--- src/rtl/clock_tick_pkg.sv ---
// Shared widths, FSM encoding and channel indices for the tick scheduler.
// Also holds the load-validity rule used by the divisor-load handshake.
package clock_tick_pkg;

  localparam int unsigned DIV_W = 26;
  localparam int unsigned SEC_W = 16;

  typedef enum logic [1:0] {
    StStopped = 2'b00,
    StRun     = 2'b01,
    StPaused  = 2'b10
  } state_e;

  localparam logic [1:0] CH_SCAN    = 2'd0;
  localparam logic [1:0] CH_DEB     = 2'd1;
  localparam logic [1:0] CH_SEC     = 2'd2;
  localparam logic [1:0] CH_INVALID = 2'd3;

  // Smallest divisor that still yields a pulse with a low phase.
  localparam logic [DIV_W-1:0] MIN_DIV = DIV_W'(2);

  function automatic logic load_bad(input logic [1:0] ch, input logic [DIV_W-1:0] val);
    return (ch == CH_INVALID) || (val < MIN_DIV);
  endfunction

endpackage

--- src/rtl/tick_div.sv ---
// Programmable tick divider: one-cycle tick every div_q enabled cycles.
// A load replaces the divisor and restarts the count; a clear only restarts it.
module tick_div
  import clock_tick_pkg::*;
#(
  parameter logic [DIV_W-1:0] DivRst = DIV_W'(10)
) (
  input  logic             clk_i,
  input  logic             rst_ni,
  input  logic             en_i,
  input  logic             clr_i,
  input  logic             load_i,
  input  logic [DIV_W-1:0] load_val_i,
  output logic             tick_o,
  output logic             tick_next_o
);

  logic [DIV_W-1:0] cnt_q, cnt_d;
  logic [DIV_W-1:0] div_q, div_d;
  logic             tick_q, tick_d;

  always_comb begin
    cnt_d  = cnt_q;
    div_d  = div_q;
    tick_d = 1'b0;
    // Load beats a coincident wrap, so the tick on that edge is dropped.
    if (load_i) begin
      div_d = load_val_i;
      cnt_d = '0;
    end else if (clr_i) begin
      cnt_d = '0;
    end else if (en_i) begin
      if (cnt_q == div_q - DIV_W'(1)) begin
        cnt_d  = '0;
        tick_d = 1'b1;
      end else begin
        cnt_d = cnt_q + DIV_W'(1);
      end
    end
  end

  always_ff @(posedge clk_i or negedge rst_ni) begin
    if (!rst_ni) begin
      cnt_q  <= '0;
      div_q  <= DivRst;
      tick_q <= 1'b0;
    end else begin
      cnt_q  <= cnt_d;
      div_q  <= div_d;
      tick_q <= tick_d;
    end
  end

  assign tick_o      = tick_q;
  assign tick_next_o = tick_d;

endmodule

--- src/rtl/clock_tick_sched.sv ---
// Scan/debounce/second tick scheduler with a STOPPED/RUN/PAUSED game clock.
// Runtime divisor loading is built only when CLOCK_TICK_LOAD_EN is defined.
module clock_tick_sched
  import clock_tick_pkg::*;
#(
  parameter int unsigned CLK_HZ  = 50_000_000,
  parameter int unsigned SCAN_HZ = 1000,
  parameter int unsigned DEB_HZ  = 100,
  parameter int unsigned SEC_HZ  = 1
) (
  input  logic             CLK_50MHZ,
  input  logic             RST_N,
  input  logic             START,
  input  logic             STOP,
  input  logic             PAUSE,
  input  logic             LOAD_REQ,
  input  logic [1:0]       LOAD_CH,
  input  logic [DIV_W-1:0] LOAD_VAL,
  output logic             LOAD_ACK,
  output logic             LOAD_ERR,
  output logic             TICK_SCAN,
  output logic             TICK_DEB,
  output logic             TICK_SEC,
  output logic [1:0]       STATE,
  output logic [SEC_W-1:0] SEC_CNT
);

  localparam logic [DIV_W-1:0] ScanDiv = DIV_W'(CLK_HZ / SCAN_HZ);
  localparam logic [DIV_W-1:0] DebDiv  = DIV_W'(CLK_HZ / DEB_HZ);
  localparam logic [DIV_W-1:0] SecDiv  = DIV_W'(CLK_HZ / SEC_HZ);

  state_e           state_q, state_d;
  logic [SEC_W-1:0] sec_cnt_q, sec_cnt_d;
  logic             enter_stop;
  logic             sec_en;
  logic             sec_tick_next;
  logic             scan_tick_next;
  logic             deb_tick_next;
  logic             load_scan, load_deb, load_sec;
  logic [DIV_W-1:0] load_val;

  // Game-clock FSM; STOP outranks PAUSE, which outranks START.
  always_comb begin
    state_d = state_q;
    unique case (state_q)
      StStopped: if (!STOP && !PAUSE && START) state_d = StRun;
      StRun: begin
        if (STOP)       state_d = StStopped;
        else if (PAUSE) state_d = StPaused;
      end
      StPaused: begin
        if (STOP)                 state_d = StStopped;
        else if (!PAUSE && START) state_d = StRun;
      end
      default: state_d = StStopped;
    endcase
  end

  assign enter_stop = (state_q != StStopped) && (state_d == StStopped);
  assign sec_en     = (state_q == StRun);

  always_comb begin
    sec_cnt_d = sec_cnt_q;
    if (enter_stop) begin
      sec_cnt_d = '0;
    end else if (sec_tick_next) begin
      sec_cnt_d = sec_cnt_q + SEC_W'(1);
    end
  end

  always_ff @(posedge CLK_50MHZ or negedge RST_N) begin
    if (!RST_N) begin
      state_q   <= StStopped;
      sec_cnt_q <= '0;
    end else begin
      state_q   <= state_d;
      sec_cnt_q <= sec_cnt_d;
    end
  end

`ifdef CLOCK_TICK_LOAD_EN
  logic             armed_q, armed_d;
  logic             pend_q, pend_d;
  logic             ack_q, ack_d;
  logic             err_q, err_d;
  logic [1:0]       ch_q, ch_d;
  logic [DIV_W-1:0] val_q, val_d;
  logic             load_ok;

  // A request is captured once per high phase; ACK and the load follow one edge later.
  always_comb begin
    armed_d = armed_q;
    pend_d  = 1'b0;
    ch_d    = ch_q;
    val_d   = val_q;
    ack_d   = pend_q;
    err_d   = pend_q && load_bad(ch_q, val_q);
    if (!LOAD_REQ) begin
      armed_d = 1'b1;
    end else if (armed_q) begin
      armed_d = 1'b0;
      pend_d  = 1'b1;
      ch_d    = LOAD_CH;
      val_d   = LOAD_VAL;
    end
  end

  always_ff @(posedge CLK_50MHZ or negedge RST_N) begin
    if (!RST_N) begin
      armed_q <= 1'b1;
      pend_q  <= 1'b0;
      ack_q   <= 1'b0;
      err_q   <= 1'b0;
      ch_q    <= CH_SCAN;
      val_q   <= '0;
    end else begin
      armed_q <= armed_d;
      pend_q  <= pend_d;
      ack_q   <= ack_d;
      err_q   <= err_d;
      ch_q    <= ch_d;
      val_q   <= val_d;
    end
  end

  assign load_ok   = pend_q && !load_bad(ch_q, val_q);
  assign load_scan = load_ok && (ch_q == CH_SCAN);
  assign load_deb  = load_ok && (ch_q == CH_DEB);
  assign load_sec  = load_ok && (ch_q == CH_SEC);
  assign load_val  = val_q;
  assign LOAD_ACK  = ack_q;
  assign LOAD_ERR  = err_q;
`else
  logic unused_load;

  assign unused_load = ^{LOAD_REQ, LOAD_CH, LOAD_VAL};
  assign load_scan   = 1'b0;
  assign load_deb    = 1'b0;
  assign load_sec    = 1'b0;
  assign load_val    = '0;
  assign LOAD_ACK    = 1'b0;
  assign LOAD_ERR    = 1'b0;
`endif

  tick_div #(
    .DivRst(ScanDiv)
  ) u_div_scan (
    .clk_i      (CLK_50MHZ),
    .rst_ni     (RST_N),
    .en_i       (1'b1),
    .clr_i      (1'b0),
    .load_i     (load_scan),
    .load_val_i (load_val),
    .tick_o     (TICK_SCAN),
    .tick_next_o(scan_tick_next)
  );

  tick_div #(
    .DivRst(DebDiv)
  ) u_div_deb (
    .clk_i      (CLK_50MHZ),
    .rst_ni     (RST_N),
    .en_i       (1'b1),
    .clr_i      (1'b0),
    .load_i     (load_deb),
    .load_val_i (load_val),
    .tick_o     (TICK_DEB),
    .tick_next_o(deb_tick_next)
  );

  tick_div #(
    .DivRst(SecDiv)
  ) u_div_sec (
    .clk_i      (CLK_50MHZ),
    .rst_ni     (RST_N),
    .en_i       (sec_en),
    .clr_i      (enter_stop),
    .load_i     (load_sec),
    .load_val_i (load_val),
    .tick_o     (TICK_SEC),
    .tick_next_o(sec_tick_next)
  );

  logic unused_tick_next;
  assign unused_tick_next = scan_tick_next ^ deb_tick_next;

  assign STATE   = state_q;
  assign SEC_CNT = sec_cnt_q;

endmodule

--- config.mk ---
export PLATFORM = sky130hd
export DESIGN_NAME = clock_tick_sched
export DESIGN_NICKNAME = d
export VERILOG_FILES = /design/src/rtl/clock_tick_pkg.sv /design/src/rtl/tick_div.sv /design/src/rtl/clock_tick_sched.sv
export SDC_FILE = /design/constraint.sdc
export NUM_CORES = 1
export LEC_CHECK = 0
export CELL_PAD_IN_SITES_DETAIL_PLACEMENT = 0
export CELL_PAD_IN_SITES_GLOBAL_PLACEMENT = 2
export CORE_ASPECT_RATIO = 0.6
export CORE_MARGIN = 2
export CORE_UTILIZATION = 38
export CTS_CLUSTER_SIZE = 30
export DETAILED_ROUTE_END_ITERATION = 12
export PLACE_DENSITY_LB_ADDON = 0.1
export SYNTH_ARGS = -nofsm -noshare
export SYNTH_HDL_FRONTEND = slang
export SYNTH_SLANG_ARGS = --single-unit
--- constraint.sdc ---
create_clock -name CLK_50MHZ -period 5.4 [get_ports CLK_50MHZ]
set_input_delay 0.81 -clock CLK_50MHZ [delete_from_list [all_inputs] [get_ports CLK_50MHZ]]
set_output_delay 0.81 -clock CLK_50MHZ [all_outputs]
set_load 0.005 [all_outputs]
## Word-level counts from Yosys, hierarchy flattened

Cells that the tools add are included.

- Flip-flop bits (word level): 99
- Input bits: 34
- Output and inout port bits: 23
- Word-level logic and storage cells: 46

- $add $sub $neg: 4
- Eq/ne operators: 5
- Muxes and demuxes: 18
- Reductions and logical operators: 11

Operator list:

| kind | number |
|---|---|
| $mux W26 | 5 |
| $add A26 B1 Y26 const B | 3 |
| $mux W16 | 2 |
| $eq A26 B16 Y1 const B | 1 |
| $eq A26 B19 Y1 const B | 1 |
| $eq A26 B26 Y1 const B | 1 |
| $add A16 B1 Y16 const B | 1 |
| $mux W2 | 5 |
| $pmux W2 S3 | 1 |
| $reduce_bool A2 Y1 | 3 |
| $mux W1 | 5 |
| $logic_and A1 B1 Y1 | 4 |
| $logic_not A2 Y1 | 2 |
| $eq A2 B1 Y1 const B | 1 |
| $eq A2 B2 Y1 const B | 1 |
| $logic_not A1 Y1 | 2 |

## Longest topological paths before layout

- Depth in word-level cells: 10
- Depth in mapped cells: 8
- Depth with buffers taken out: 6

## Hierarchy

Synthesis repeated with hierarchy kept, for this count alone.

- Cell total of the unflattened synthesis: 1,174
- Area, all modules: 11,339.6 sq um

Modules (own cells, without submodules):

| module | instances | cells each | area each (sq um) | sequential area each (sq um) |
|---|---|---|---|---|
| tick_div at u_div_deb | 1 | 358 | 3,465.8 | 1,335.0 |
| tick_div at u_div_scan | 1 | 358 | 3,464.6 | 1,333.8 |
| tick_div at u_div_sec | 1 | 356 | 3,408.3 | 1,341.3 |
| clock_tick_sched | 1 | 102 | 1,001.0 | 450.4 |

## Least setup slack after synthesis

OpenSTA, ideal clock, no wires.

- Path kind: in2reg
- Start: input STOP
- End: register u_div_sec.cnt_q[23]
- Setup time: 121 ps
- Arrival: 2,301 ps
- Required time: 5,279 ps
- Setup slack: 2,977 ps
- Stages on the path: 7
- Path buffers: 2
- Cell sequence: buf_4 > a21oi_1 > or4_1 > clkbuf_1 > nor4_1 > xnor2_1 > nor2_1

- Cells in the longest elaborated chain, start to end: 8
- Elaborated cells between the ends (all ways): 11
- Classes of those cells: mux: 5; reduce/logical: 6

Ends and longest elaborated chain:

| item | line | text |
|---|---|---|
| start, declared | clock_tick_sched.sv:14 | `input logic STOP,` |
| $logic_not A1 Y1 | clock_tick_sched.sv:46 | `StStopped: if (!STOP && !PAUSE && START) state_d = StRun;` |
| $logic_and A1 B1 Y1 (2 in series) | clock_tick_sched.sv:46 |  |
| $mux W2 | clock_tick_sched.sv:46 |  |
| $pmux W2 S3 * | clock_tick_sched.sv:45 | `unique case (state_q)` |
| $logic_not A2 Y1 * | clock_tick_sched.sv:59 | `assign enter_stop = (state_q != StStopped) && (state_d == StStopped);` |
| $logic_and A1 B1 Y1 * | clock_tick_sched.sv:59 |  |
| $mux W26 or $reduce_bool A2 Y1 (tied branches) | n/a |  |
| end signal, assigned | tick_div.sv:48 | `cnt_q <= cnt_d;` |
| end, declared | tick_div.sv:18 | `logic [DIV_W-1:0] cnt_q, cnt_d;` |

Mark *: on every way between the ends. The rest lies on a longest branch, timed or not.
A chain may end at the register's enable or synchronous reset.

## Final worst setup path

- Start: input STOP
- End: register u_div_sec.cnt_q[15]

Same word-level chain as after synthesis.

==> impl_metrics.tcl <==
set metrics [dict create \
    synthAdderAreaFrac 0.01018 \
    gp_congestion 0.8284 \
    status "complete, no violations" \
    critical_path_arrival_ns 3.29 \
    cp-end-kind "register" \
    yosysUniqueCellTypes 49 \
    cpMaxStageDelayCell "or4b_2" \
    ant_nets 0 \
    start_util 0.3861 \
    nets 563 \
    path_cells "clkdlybuf4s50_1 > a21oi_1 > nor4_1 > nand2_1 > or4b_2 > nand3_1" \
    vdd_drop_max_uv 134.3 \
    synth_cells 500 \
    clock.fmax_mhz 332.5 \
    antenna_cells 0 \
    startpoint "STOP" \
    via_per_inst 5.355 \
    max_slew_margin 0.3918 \
    setup_viol 0 \
    min_period_over_period 0.5570 \
    synth-seq-cells 99 \
    cp-start-kind "input port" \
    path_delay_family "simple AND/OR/NAND/NOR gates" \
    rsz0062_at_grt "no" \
    clkSinkCount 99 \
    die_width_um 150.8 \
    ios 57 \
    rows 32 \
    grt_max_degree 56 \
    fin_setup_tns_ns 0 \
    cts.htree.levels 3 \
    finalClockSkew_ns 0.008557 \
    final_util 0.4441 \
    path_buf_inv 1 \
    hold_class "register to register" \
    fin_crit_ns 3.008 \
    grt_pass1_vias 3633 \
    cp_max_fo 10 \
    wire_per_inst_um 15.79 \
    synth_edf_count 0 \
    synth-simple-area-share 0.2863 \
    drive_above_1_share 0.05104 \
    postRouteWirelength_um 11030 \
    grt_pass1_wl_um 19020 \
    r2r-start "u_div_sec.cnt_q[0]$_DFFE_PN0P_" \
    dieHeight_um 92.10 \
    ctsResizeCount 0 \
    root_buffer "clkbuf_16" \
    drc_errors 0 \
    synth-seq-area-share 0.5039 \
    portBuffers 25 \
    hpwl_um 7822 \
    drv_slew 0 \
    powerDensity_nw_per_um2 277.9 \
    synth_top_family_by_area "simple AND/OR/NAND/NOR gates" \
    muxShareOfSynthArea 0.004072 \
    grt_antenna_before_repair 0 \
    crit_type "input port to register" \
    areaGrowthSynthToFinish_pct 15.02 \
    max-clock-path-buffers 2 \
    leakage_uw 0.002353 \
    slowest_delay_ns 0.64 \
    cts_hold_buffers 0 \
    core_area_um2 12730 \
    layout_common_cells "dfrtp_1 (99), nor2_1 (58), nand2_1 (41)" \
    cp.required_ns 5.68 \
    holdCritStartpoint "u_div_scan.cnt_q[0]$_DFF_PN0_" \
    dr.first_iter.drc_count 140 \
    numCtsBuffers 9 \
    cts_tree "yes" \
    synth-xor-area-share 0.1158 \
    vias 3743 \
    clk_pin_slew_ns 0.06 \
    die-area_um2 13890 \
    insertion_delay_ns 0.35 \
    grtUsageTotal 0.1746 \
    hold_viol 0 \
    firstDrtPassIters 5 \
    overflow 0 \
    synthFlopType "dfrtp_1" \
    maxCapViolations 0 \
    synth_compound_area_frac 0.05345 \
    min_delay_path_depth 1 \
    r2r_cells 6 \
    synth_async_sr_flop_share 1.000 \
    postCtsSetupBuffers 0 \
    syn_area_um2 4916 \
    syn_area_per_cell_um2 9.832 \
    cp.depth 6 \
    tightest_slew_ns 0.9040 \
    ys_warn_count 0 \
    layout_commonest_cell "dfrtp_1" \
]
sequential cells by signal (all words and copies together), names as in the netlist:
name,cells
u_div_scan.cnt_q,26
STATE,2
u_div_scan.tick_o,1
u_div_deb.cnt_q,26
u_div_deb.tick_o,1
u_div_sec.cnt_q,26
u_div_sec.tick_o,1
SEC_CNT,16
per-stage QoR:
| stage | area, um2 | hold WS (ns) | total power [uW] | worst slack [ns] | cells |
|---|---|---|---|---|---|
| 2_1_floorplan | 4920 | 0.4251 | 816.5 | 2.977 | 501 |
| 3_3_place_gp | 5323 | 0.4437 | 856.4 | 2.103 | 684 |
| 3_5_place_dp | 5323 | 0.4517 | 856.9 | 2.069 | 684 |
| 4_1_cts | 5654 | 0.4615 | 1595 | 2.432 | 699 |
| 5_1_grt | 5654 | 0.4825 | 1634 | 2.222 | 699 |
| 6_report | 5654 | 0.4623 | 1571 | 2.392 | 699 |
power by group:
group | switching [uW] | internal [uW] | leakage (uW)
sequential | 22.8 | 756 | 0.00135
clock | 278 | 450 | 0.000159
combinational | 40.1 | 24.9 | 0.000847
logic make-up (layout without fill, tap and decap cells):
family	after synthesis	in the layout
fa+ha+maj	4	4
buf+inv	27	55
xor+xnor	65	65
other cells	1	2
flops	99	99
simple gates	258	258
compound gates	44	44
mux	2	2
final timing paths:
check	to	slack [ns]
setup / recovery	u_div_sec.cnt_q[15]$_DFFE_PN0P_	2.39
hold / removal	u_div_scan.cnt_q[0]$_DFF_PN0_	0.46
setup reg to reg	SEC_CNT[15]$_DFFE_PN0P_	2.87
hold reg to reg	u_div_scan.cnt_q[0]$_DFF_PN0_	0.46
max in group asynchronous	u_div_sec.cnt_q[18]$_DFFE_PN0P_	3.83
min in group asynchronous	u_div_sec.cnt_q[10]$_DFFE_PN0P_	0.52
routing by layer:
| metal | vias up | part of all wire | track usage |
|---|---|---|---|
| met5 | - | 0 | 0 |
| met4 | 0 | 0.0096 | 0.04984 |
| met3 | 11 | 0.036 | 0.03831 |
| met2 | 61 | 0.39 | 0.2288 |
| met1 | 1835 | 0.57 | 0.2812 |
| li1 | 1836 | - | - |
Yosys cell counts, drive strengths merged, types with 2 or more instances:
cell type / number / area [um2]
a21oi: 14 / 70.07
a31oi: 3 / 18.77
and2: 4 / 25.02
and3: 12 / 75.07
and4: 7 / 62.56
buf: 9 / 57.55
clkbuf: 6 / 22.52
dfrtp: 99 / 2477
ha: 4 / 50.05
inv: 12 / 45.04
mux2i: 2 / 20.02
nand2: 41 / 153.9
nand2b: 3 / 18.77
nand3: 37 / 185.2
nand3b: 3 / 22.52
nand4: 33 / 212.7
nor2: 58 / 217.7
nor2b: 2 / 12.51
nor3: 13 / 65.06
nor4: 17 / 112.6
nor4b: 4 / 65.07
o21ai: 14 / 70.06
o311ai: 4 / 35.03
o31ai: 3 / 22.52
or3: 12 / 81.33
or4: 8 / 60.06
xnor2: 39 / 341.6
xor2: 26 / 227.7
area by class of cell:
| class | count | area (um2) |
|---|---|---|
| timing repair buffer | 28 | 270.3 |
| tap | 170 | 212.7 |
| multi-input combinational | 375 | 2317 |
| sequential | 99 | 2477 |
| clock inverter | 5 | 102.6 |
| clock buffer | 10 | 229.0 |
| inverter | 12 | 45.04 |
| fill | 1240 | 7078 |
(Power assumes the default switching activity.)
